### config.mk
export PLATFORM = sky130hd
export DESIGN_NAME = obi_host_initiator
export DESIGN_NICKNAME = d
export VERILOG_FILES = /design/src/rtl/obi_host_pkg.sv /design/src/rtl/obi_host_initiator.sv
export SDC_FILE = /design/constraint.sdc
export NUM_CORES = 1
export LEC_CHECK = 0
export CAP_MARGIN = 20
export CORE_ASPECT_RATIO = 0.5
export CORE_MARGIN = 2
export CORE_UTILIZATION = 38
export DETAILED_ROUTE_END_ITERATION = 10
export HOLD_SLACK_MARGIN = 0.08
export PLACE_DENSITY_LB_ADDON = 0.12
export SYNTH_ARGS = -nofsm -noshare
export SYNTH_HDL_FRONTEND = slang
export SYNTH_SLANG_ARGS = --single-unit
### constraint.sdc
create_clock -name clk -period 3.44 [get_ports clk]
set_input_delay 0.516 -clock clk [delete_from_list [all_inputs] [get_ports clk]]
set_output_delay 0.516 -clock clk [all_outputs]
set_load 0.05 [all_outputs]
### src/rtl/obi_host_pkg.sv
// obi_host_pkg: shared state encoding and default sizing for the OBI host initiator.
package obi_host_pkg;
   typedef enum logic [1:0] {IDLE, REQ, WAIT_R, RESP} state_t;
   localparam int DEF_ADDR_WIDTH = 32;
   localparam int DEF_DATA_WIDTH = 32;
   localparam int DEF_TIMEOUT    = 255;
endpackage

### src/rtl/obi_host_initiator.sv
// obi_host_initiator: turns one host command at a time into an OBI request/response
// transaction, with a bounded wait that aborts with an error response.
module obi_host_initiator
   import obi_host_pkg::*;
#(
   parameter int pADDR_WIDTH = DEF_ADDR_WIDTH,
   parameter int pDATA_WIDTH = DEF_DATA_WIDTH,
   parameter int pTIMEOUT    = DEF_TIMEOUT
) (
   input  logic                     clk,
   input  logic                     reset_i,
   input  logic                     cmd_valid,
   output logic                     cmd_ready,
   input  logic                     cmd_we,
   input  logic [pDATA_WIDTH/8-1:0] cmd_be,
   input  logic [pADDR_WIDTH-1:0]   cmd_addr,
   input  logic [pDATA_WIDTH-1:0]   cmd_wdata,
   output logic                     rsp_valid,
   input  logic                     rsp_ack,
   output logic [pDATA_WIDTH-1:0]   rsp_rdata,
   output logic                     rsp_err,
   output logic                     busy,
   output logic                     req,
   output logic                     we,
   output logic [pDATA_WIDTH/8-1:0] be,
   output logic [pADDR_WIDTH-1:0]   addr,
   output logic [pDATA_WIDTH-1:0]   wdata,
   input  logic                     gnt,
   input  logic                     rvalid,
   input  logic [pDATA_WIDTH-1:0]   rdata
);
   localparam int CW = $clog2(pTIMEOUT + 1);

   state_t                     r_state, w_state_nxt;
   logic [CW-1:0]              r_cnt;
   logic                       r_we;
   logic [pDATA_WIDTH/8-1:0]   r_be;
   logic [pADDR_WIDTH-1:0]     r_addr;
   logic [pDATA_WIDTH-1:0]     r_wdata;
   logic [pDATA_WIDTH-1:0]     r_rdata;
   logic                       r_err;
   logic                       w_active;
   logic                       w_timeout;
   logic                       w_accept;
   logic                       w_done;

   assign w_accept = (r_state == IDLE) && cmd_valid;
   assign w_active = (r_state == REQ) || (r_state == WAIT_R);
   // The cycle that would bring the count to pTIMEOUT is the last one allowed.
   assign w_timeout = w_active && (r_cnt == CW'(pTIMEOUT - 1));
   assign w_done = (r_state == WAIT_R) && rvalid && !w_timeout;

   always_comb begin
      w_state_nxt = r_state;
      case (r_state)
         IDLE:    w_state_nxt = cmd_valid ? REQ : IDLE;
         REQ:     w_state_nxt = w_timeout ? RESP : (gnt ? WAIT_R : REQ);
         WAIT_R:  w_state_nxt = (w_timeout || rvalid) ? RESP : WAIT_R;
         default: w_state_nxt = rsp_ack ? IDLE : RESP;
      endcase
   end

   always_ff @(posedge clk or posedge reset_i) begin
      if (reset_i) begin
         r_state <= IDLE;
         r_cnt   <= '0;
         r_we    <= 1'b0;
         r_be    <= '0;
         r_addr  <= '0;
         r_wdata <= '0;
         r_rdata <= '0;
         r_err   <= 1'b0;
      end else begin
         r_state <= w_state_nxt;
         if (w_accept) begin
            r_cnt   <= '0;
            r_we    <= cmd_we;
            r_be    <= cmd_be;
            r_addr  <= cmd_addr;
            r_wdata <= cmd_wdata;
         end else if (w_active && r_cnt != CW'(pTIMEOUT)) begin
            r_cnt <= r_cnt + CW'(1);
         end
         if (w_done) begin
            r_rdata <= r_we ? '0 : rdata;
            r_err   <= 1'b0;
         end else if (w_timeout) begin
            r_rdata <= '0;
            r_err   <= 1'b1;
         end
      end
   end

   assign cmd_ready = (r_state == IDLE);
   assign busy      = (r_state != IDLE);
   assign req       = (r_state == REQ);
   assign rsp_valid = (r_state == RESP);
   assign rsp_rdata = r_rdata;
   assign rsp_err   = r_err;
   assign we        = r_we;
   assign be        = r_be;
   assign addr      = r_addr;
   assign wdata     = r_wdata;
endmodule

# After elaboration in Yosys (flattened, before gate mapping)
# Index checks and enable logic that the tools add are counted.
[op_classes]
add_sub_neg = 1
eq_ne = 5
mux = 13
n_reduce_logical = 12
[ops]
columns = ["operator", "count"]
rows = [
  ["$mux 32", 3],
  ["$mux 8", 2],
  ["$add 8x1->8 const B", 1],
  ["$eq 8x8->1 const B", 1],
  ["$ne 8x8->1 const B", 1],
  ["$mux 2", 3],
  ["$pmux 2 s3", 1],
  ["$reduce_bool 2->1", 3],
  ["$logic_and 1x1->1", 5],
  ["$eq 2x2->1 const B", 2],
  ["$mux 1", 4],
  ["$eq 2x1->1 const B", 1],
  ["$logic_not 2->1", 1],
  ["$logic_or 1x1->1", 2],
  ["$logic_not 1->1", 1],
]
[totals]
register_bits = 112
input_bits = 107
output_inout_bits = 106
wordCells = 39

# Longest topological paths before layout
# Gate-level depths: netlist of the first run.
[depth]
word_depth = 6
ltp_mapped = 7
depth_no_buf = 5

# Worst setup path after synthesis of the first run
# Ideal clock, no wire load.
[synth_timing]
path_kind = "reg2out"
from = "reg r_state[0]"
to = "out busy"
arrival_time_ns = 1.313
t_required_ns = 2.924
setup_slack_ns = 1.611
stages_incl_launch_ff = 4
n_path_buf = 0
cell_sequence = "dfrtp_1 inv_1 ha_1 inv_1"
[synth_via]
elab_chain_cells = 1
[synth_lines]
columns = ["item", "line_no", "text"]
rows = [
  ["from (decl)", "obi_host_initiator.sv:34", "state_t r_state, w_state_nxt;"],
  ["from (signal assigned)", "obi_host_initiator.sv:74", "r_state <= w_state_nxt;"],
  ["$reduce_bool 2->1", "obi_host_initiator.sv:95", "assign busy = (r_state != IDLE);"],
  ["to (decl)", "obi_host_initiator.sv:22", "output logic busy,"],
]
# No other way between the ends.

# Worst setup path in the final report of the first run
# Ends and elaborated chain as after synthesis.

==> impl_metrics.yaml, run 1 <==
outcome:
  status: "finished clean"
finish:
  fin_nets: 818
  drive_gt1_share_pct: 8.45
  area_growth_pct: 51.9
  fin_util_pct: 58.8
  diodes: 0
  nFillCells: 1124
setup_path:
  worstPathMaxFanout: 4
  r2r_cells: 6
  cpMostUsedCell: "inv_1"
  cp_data_arrival_time_ns: 1.92
  end_kind: "output pin"
  cp_num_cells: 4
  slowest_stage: "clkdlybuf4s50_1"
  critPathKind: "flip-flop to output pin"
  cpPeakStageDelay_ns: 0.79
  crit_family: "buffers and inverters"
  path_cells: "inv_1 > ha_1 > inv_1 > clkdlybuf4s50_1"
  rrSetupSlack_ns: 1.55
  worstPathRequired_ns: 2.92
  rr_startpoint: "r_state[0]"
  crit_buf_inv: 3
  critPathLaunchType: "flip-flop"
  reg2reg_to: "wdata[13]"
clock_network:
  post_cts_buffers: 0
  cts_resized: 0
  clk_latency_ns: 0.35
  tritoncts: "done"
  clk_pin_slew_ns: 0.08
  ctsHoldBuffers: 0
  root_buffer: "clkbuf_16"
  cts.path.max_buffers: 2
  htreeDepth: 3
  cts_buffers: 9
  clkSinkCount: 112
routing:
  detail_route.wl_per_cell_um: 14.5
  routed_wl_um: 12800
  drc: 0
  postRouteAntennaNets: 0
  routed_via_density: 4.70
  vias: 4139
  dr.pass1.iters: 4
  drt_iter0_drc: 249
yosys:
  synth_simple_gate_area_share_pct: 27.3
  synth.mux.area_fraction_pct: 0.616
  syn-num-nets: 622
  synth_top_family_by_area: "simple AND/OR/NAND/NOR gates"
  synth_seq_cells: 112
  synth_top_cell_by_area: "dfrtp_1"
  synth_fa_ha_area_share_pct: 1.54
  yosysWarnings: 0
  syn_area_per_cell_um2: 9.58
  synth_top_area_share_pct: 57.5
  synth_cell_types: 35
  synth_compound_area_share_pct: 8.28
  synth_top_cells_by_area: "dfrtp_1 (57%), nand2_1 (19%), nand4b_1 (5.7%)"
  synthCells: 509
  yosysMostFrequentCell: "nand2_1"
  yosysSeqAreaShare_pct: 57.5
  synthXorXnorAreaFrac_pct: 0
  synthFlopType: "dfrtp_1"
  async_flop_share_pct: 100
  synthTopCellsByCount: "nand2_1 (249), dfrtp_1 (112), nand4b_1 (32)"
  synth_edf_count: 0
  syn-cell-area_um2: 4880
floorplanning:
  chipWidth_um: 164
  core_um2: 12600
  die_h_um: 84.1
  ios: 213
  start_util_pct: 38.7
  rows: 29
  die_area_um2: 13800
timing:
  tns_ns: 0
  clock_skew_ns: 0.0104
  drv_slew: 0
  hold_viol: 0
  setup_viol: 0
  final.min_clock_period_ns: 2.44
  worst_slew_pin_slew_ns: 0.815
  slew_headroom_pct: 45.5
  rsz0062_at_grt: "no"
  finalCritPeriodShare_pct: 70.9
  fmax_ghz: 0.410
placement:
  gp_congestion: 0.756
  io_buffers: 212
  hpwl_um: 8710
job:
  drv_cap: 0
power_and_ir_drop:
  power_density_nw_per_um2: 1080
  leakage_nw: 3.35
  peakVddDrop_mv: 0.596
global_route:
  grt_pass1_wl_um: 20900
  grt-ovfl-total: 0
  grt_max_degree: 44
  grt_pass1_vias: 4180
  antenna_found_initial: 0
  grt_use_total_pct: 18.8
worst_hold_path:
  hold_path_end: "wdata[29]"
  min_path_type: "flip-flop to flip-flop"
  whs_path_depth: 2
  hp-start: "wdata[29]"
## layout make-up
cell class	count	area (um2)	share of cell area [%]
inverters	7	30.0	0.405
multi-input cells	355	1840	24.9
well taps	170	213	2.87
clock inverters	7	62.6	0.844
repair buffers	220	2230	30.1
clock buffers	9	225	3.04
flip-flops and latches	112	2800	37.8
## metrics by stage
step	cell area, um2	cells	setup WS, ns	hold slack, ns	power, mW
global placement	7120	864	1.28	0.457	6.97
finish	7410	880	1.00	0.474	7.99
CTS	7410	880	0.976	0.480	8.08
global route	7410	880	0.914	0.495	8.44
detailed placement	7120	864	1.27	0.462	7.03
floorplan	4880	509	1.57	0.464	5.37
## worst min-delay path: cells and delay by family (launching register included)
kind / cells / cell delay, ns
flops: 1 / 0.34
simple gates: 2 / 0.10
## registers in the layout, summed over array words and instances (netlist names)
signal,cells
addr,32
rsp_rdata,32
wdata,32
r_cnt,8
be,4
r_state,2
rsp_err,1
we,1
## placed cells by master (no fill, tap or decap), drive strengths merged
| cell type | count |
|---|---|
| or3 | 1 |
| o41ai | 1 |
| and2 | 1 |
| a21boi | 1 |
| o311ai | 1 |
| ha | 6 |
| nand2 | 249 |
| nand4 | 3 |
| and4 | 1 |
| nor4b | 1 |
| a22o | 1 |
| clkbuf | 9 |
| a221oi | 1 |
| dfrtp | 112 |
| clkinvlp | 1 |
| and3 | 3 |
| nand2b | 2 |
| a21oi | 36 |
| clkinv | 4 |
| inv | 9 |
| a211oi | 3 |
| o21ba | 1 |
| nand4b | 32 |
| nor3 | 4 |
| a41oi | 1 |
| clkdlybuf4s50 | 212 |
| buf | 8 |
| mux2i | 3 |
| o21ai | 1 |
| nand3 | 2 |
## how the worst max path moves through the flow
stage | start | end | slack (ns)
detailed placement | cmd_valid | addr[11] | 1.27
CTS | r_state[0] | busy | 0.98
floorplan | reset_i | addr[0] | 1.57
global route | r_state[0] | busy | 0.91
global placement | cmd_valid | wdata[9] | 1.28
finish | r_state[0] | busy | 1.00
## where the power goes
| group | switching, mW | internal [mW] | leakage (nW) |
|---|---|---|---|
| clock | 0.514 | 0.508 | 0.144 |
| sequential | 0.325 | 1.90 | 1.41 |
| combinational | 3.17 | 1.57 | 1.79 |
## per-layer routing
| metal | up-vias | global-route usage, % | wire [um] |
|---|---|---|---|
| li1 | 2042 | - | - |
| met1 | 1977 | 25.0 | 5800 |
| met4 | 0 | 3.19 | 93 |
| met3 | 8 | 6.06 | 920 |
| met2 | 112 | 30.6 | 5960 |
| met5 | - | 0 | 0 |
## kinds of logic after synthesis
| family | after synthesis |
|---|---|
| AND/OR/NAND/NOR | 299 |
| adder cells (fa/ha/maj) | 6 |
| multiplexers | 3 |
| buffers and inverters | 42 |
| flip-flops | 112 |
| AO/OA/AOI/OAI | 47 |
Note: power is estimated with default switching activity, not from simulation.
==> run 2, diff against run 1 <==
--- a/config.mk
+++ b/config.mk
@@ -8,7 +8,7 @@
 export CAP_MARGIN = 20
 export CORE_ASPECT_RATIO = 0.5
 export CORE_MARGIN = 2
-export CORE_UTILIZATION = 38
+export CORE_UTILIZATION = 42
 export DETAILED_ROUTE_END_ITERATION = 10
 export HOLD_SLACK_MARGIN = 0.08
 export PLACE_DENSITY_LB_ADDON = 0.12
==> constraint.sdc (replaced) <==
create_clock -name clk -period 2.5 [get_ports clk]
set_input_delay 0.375 -clock clk [delete_from_list [all_inputs] [get_ports clk]]
set_output_delay 0.375 -clock clk [all_outputs]
set_load 0.05 [all_outputs]
==> impl_metrics.yaml, run 2 (synthesis results as in run 1) <==
timing:
  final.min_clock_period_ns: 2.36
  tns_ns: 0
  fmax_ghz: 0.425
  drv_slew: 0
  hold_viol: 0
  rsz0062_at_grt: "no"
  finalCritPeriodShare_pct: 94.2
  clock_skew_ns: 0.00928
  setup_slack_ns: 0.145
  setup_viol: 0
  worst_slew_pin_slew_ns: 0.602
  slew_headroom_pct: 59.9
finish:
  diodes: 0
  drive_gt1_share_pct: 8.84
  mostFrequentLayoutCells: "nand2_1 (248), clkdlybuf4s50_1 (212), dfrtp_1 (112)"
  nFillCells: 883
  fin_util_pct: 66.6
  multi_input_area_um2: 1840
  final_common_cell: "nand2_1"
  seqCellArea_um2: 2800
  design_area_um2: 7420
  area_growth_pct: 52.2
  fin_nets: 821
routing:
  drt_iter0_drc: 177
  drc: 0
  vias: 4178
  routed_wl_um: 13000
  postRouteAntennaNets: 0
  detail_route.wl_per_cell_um: 15.2
  dr.pass1.iters: 4
  routed_via_density: 4.87
setup_path:
  rr_startpoint: "r_state[0]"
  critPathLaunchType: "flip-flop"
  reg2reg_to: "rsp_rdata[14]"
  cp_data_arrival_time_ns: 1.98
  critPathKind: "flip-flop to output pin"
  end_kind: "output pin"
  worstPathRequired_ns: 2.12
  rrSetupSlack_ns: 0.63
  worstPathMaxFanout: 4
  r2r_cells: 5
placement:
  hpwl_um: 8780
  io_buffers: 212
  gp_congestion: 0.782
  pre_cts_slack_ns: 0.555
  postPlaceCellArea_um2: 7130
clock_network:
  cts_buffers: 9
  ctsHoldBuffers: 0
  htreeDepth: 3
  root_buffer: "clkbuf_16"
  post_cts_buffers: 0
  cts_resized: 0
  clkSinkCount: 112
  clk_latency_ns: 0.35
  tritoncts: "done"
  clk_pin_slew_ns: 0.08
  cts.path.max_buffers: 2
floorplanning:
  die_h_um: 80.2
  start_util_pct: 43.8
  die_area_um2: 12500
  rows: 27
  ios: 213
  chipWidth_um: 156
  core_um2: 11100
global_route:
  antenna_found_initial: 0
  grt_pass1_wl_um: 21000
  grt_pass1_vias: 4169
  grt_use_total_pct: 21.3
  grt_max_degree: 63
  grt-ovfl-total: 0
power_and_ir_drop:
  peakVddDrop_mv: 0.971
  power_density_nw_per_um2: 1490
  leakage_nw: 3.37
  finalPower_mw: 11.1
outcome:
  status: "finished clean"
worst_hold_path:
  min_path_type: "input port to asynchronous set/reset pin"
job:
  drv_cap: 0
[run 2: cell count changes in the layout (fill, tap and decap cells not counted)]
cell	before	now
buf_4	4	6
clkinv_2	1	0
inv_8	2	3
clkinvlp_4	1	2
inv_6	1	0
clkbuf_8	0	1
buf_12	4	5
clkinv_4	3	2
[run 2: worst max path at each step]
stage / start / to / slack, ns / depth (start not counted)
floorplan: r_state[0] / wdata[0] / 0.70 / 7
global placement: r_state[0] / cmd_ready / 0.60 / 3
detailed placement: r_state[0] / cmd_ready / 0.56 / 3
CTS: r_state[0] / cmd_ready / 0.12 / 3
global route: r_state[0] / cmd_ready / 0.08 / 3
finish: r_state[0] / cmd_ready / 0.14 / 3
[run 2: per-layer routing]
layer	routed length (um)	vias to the layer above	track usage, %
li1	-	2048	-
met1	5710	1998	26.2
met2	6130	121	35.5
met3	1020	11	8.20
met4	142	0	5.23
met5	0	-	0
[run 2: metrics by stage]
stage                     cells  hold WS, ns
final                       858        0.328
after global routing        858        0.354
after CTS                   858        0.329
after detailed placement    842        0.461
after global placement      842        0.457
after floorplan             509        0.464
[run 2: cell type report]
| class | instances | area share (%) |
|---|---|---|
| flip-flops and latches | 112 | 37.8 |
| repair buffers | 223 | 30.5 |
| multi-input cells | 355 | 24.8 |
| clock buffers | 10 | 3.22 |
| well taps | 145 | 2.44 |
| clock inverters | 6 | 0.792 |
| inverters | 7 | 0.405 |
[run 2: worst max-delay path: stages, from the launching register on]
cell	delay (ns)
dfrtp_1	0.40
inv_1	0.10
ha_1	0.28
clkdlybuf4s50_1	0.85
[run 2: power by group]
part / internal, mW / switching (mW)
clock: 0.730 / 0.721
combinational: 2.17 / 4.40
sequential: 2.62 / 0.444
==> run 3, diff against run 2 <==
==> constraint.sdc (replaced) <==
create_clock -name clk -period 2.57 [get_ports clk]
set_input_delay 0.3855 -clock clk [delete_from_list [all_inputs] [get_ports clk]]
set_output_delay 0.3855 -clock clk [all_outputs]
set_load 0.05 [all_outputs]
==> impl_metrics.yaml, run 3 (synthesis results as in run 1) <==
clock_network:
  tritoncts: "done"
  cts_buffers: 9
  cts_resized: 0
  cts.path.max_buffers: 2
  htreeDepth: 3
  post_cts_buffers: 0
  clkSinkCount: 112
  ctsHoldBuffers: 0
  root_buffer: "clkbuf_16"
  clk_latency_ns: 0.35
  clk_pin_slew_ns: 0.08
power_and_ir_drop:
  p_int_mw: 5.43
  finalPower_mw: 10.9
  combPwrFrac_pct: 58.8
  p_sw_mw: 5.43
  power_density_nw_per_um2: 1470
  peakVddDrop_mv: 0.882
  swShare_pct: 50.0
  sequentialPowerShare_pct: 27.4
  leakage_nw: 3.35
  p_clk_share_pct: 13.8
floorplanning:
  core_um2: 11100
  ios: 213
  die_h_um: 80.2
  rows: 27
  chipWidth_um: 156
  start_util_pct: 43.8
  die_area_um2: 12500
routing:
  met2_length_um: 6010
  dr.pass1.iters: 5
  vias: 4151
  maxUsedRoutingLayer: "met4"
  detail_route.wl_per_cell_um: 15.3
  drt-met1-wl_um: 5650
  routed_wl_um: 13000
  wl_met3_um: 1180
  drc: 0
  drt_iter0_drc: 216
  postRouteAntennaNets: 0
  routed_via_density: 4.86
setup_path:
  critPathLaunchType: "flip-flop"
  reg2reg_to: "rsp_rdata[14]"
  worstPathRequired_ns: 2.18
  worstPathMaxFanout: 4
  critPathKind: "flip-flop to output pin"
  cp_data_arrival_time_ns: 1.92
  rrSetupSlack_ns: 0.69
  r2r_cells: 5
  end_kind: "output pin"
  rr_startpoint: "r_state[0]"
placement:
  postPlaceCellArea_um2: 7070
  io_buffers: 212
  pre_cts_slack_ns: 0.625
  gp_congestion: 0.774
  hpwl_um: 8730
timing:
  fmax_ghz: 0.434
  tns_ns: 0
  final.min_clock_period_ns: 2.31
  setup_slack_ns: 0.265
  rsz0062_at_grt: "no"
  clock_skew_ns: 0.00761
  worst_slew_pin_slew_ns: 0.619
  drv_slew: 0
  setup_viol: 0
  slew_headroom_pct: 58.7
  finalCritPeriodShare_pct: 89.7
  hold_viol: 0
finish:
  design_area_um2: 7400
  mostFrequentLayoutCells: "nand2_1 (248), clkdlybuf4s50_1 (212), dfrtp_1 (112)"
  seqCellArea_um2: 2800
  diodes: 0
  nFillCells: 897
  final_common_cell: "nand2_1"
  drive_gt1_share_pct: 8.32
  fin_nets: 817
  area_growth_pct: 51.6
  multi_input_area_um2: 1840
worst_hold_path:
  min_path_type: "flip-flop to flip-flop"
  hold_path_end: "addr[1]"
  hp-start: "addr[1]"
  whs_path_depth: 2
global_route:
  grt_pass1_wl_um: 20800
  grt_pass1_vias: 4048
  antenna_found_initial: 0
  grt_use_total_pct: 21.1
  grt_max_degree: 113
  grt-ovfl-total: 0
outcome:
  status: "finished clean"
job:
  drv_cap: 0
## run 3: final cells by class
cell class	instances	area share, %
flip-flops and latches	112	37.9
repair buffers	219	29.9
multi-input cells	355	24.9
clock buffers	9	3.05
well taps	145	2.45
clock inverters	7	1.35
inverters	7	0.406
## run 3: how the worst max path moves through the flow
stage | cells past startpoint | startpoint | to
6_report | 4 | r_state[0] | busy
3_3_place_gp | 3 | r_state[0] | cmd_ready
4_1_cts | 4 | r_state[0] | busy
2_1_floorplan | 7 | r_state[0] | wdata[0]
5_1_grt | 4 | r_state[0] | busy
3_5_place_dp | 4 | r_state[0] | busy
## run 3: through the flow
step,hold slack [ns],util [%],cells
after floorplan,0.464,-,509
after global placement,0.457,63.4,838
after detailed placement,0.462,63.4,838
after CTS,0.481,66.3,854
after global routing,0.497,66.3,854
final,0.474,66.3,854
## run 3: power by group through the flow
stage                     logic, mW  registers [mW]  clock network, mW
after floorplan                1.58            5.60                  0
after global placement         6.36            2.98                  0
after detailed placement       6.43            2.99                  0
after CTS                      6.44            2.98               1.53
after global routing           6.76            3.08               1.61
final                          6.39            2.97               1.50
## run 3: worst max-delay path, stage by stage (launching register included)
cell	delay, ns
dfrtp_1	0.38
inv_1	0.08
ha_1	0.25
inv_1	0.07
clkdlybuf4s50_1	0.80
## run 3: layer usage
layer	vias to the layer above	global-route usage, %
li1	2037	-
met1	1966	27.4
met2	132	33.0
met3	16	8.69
met4	0	5.41
met5	-	0
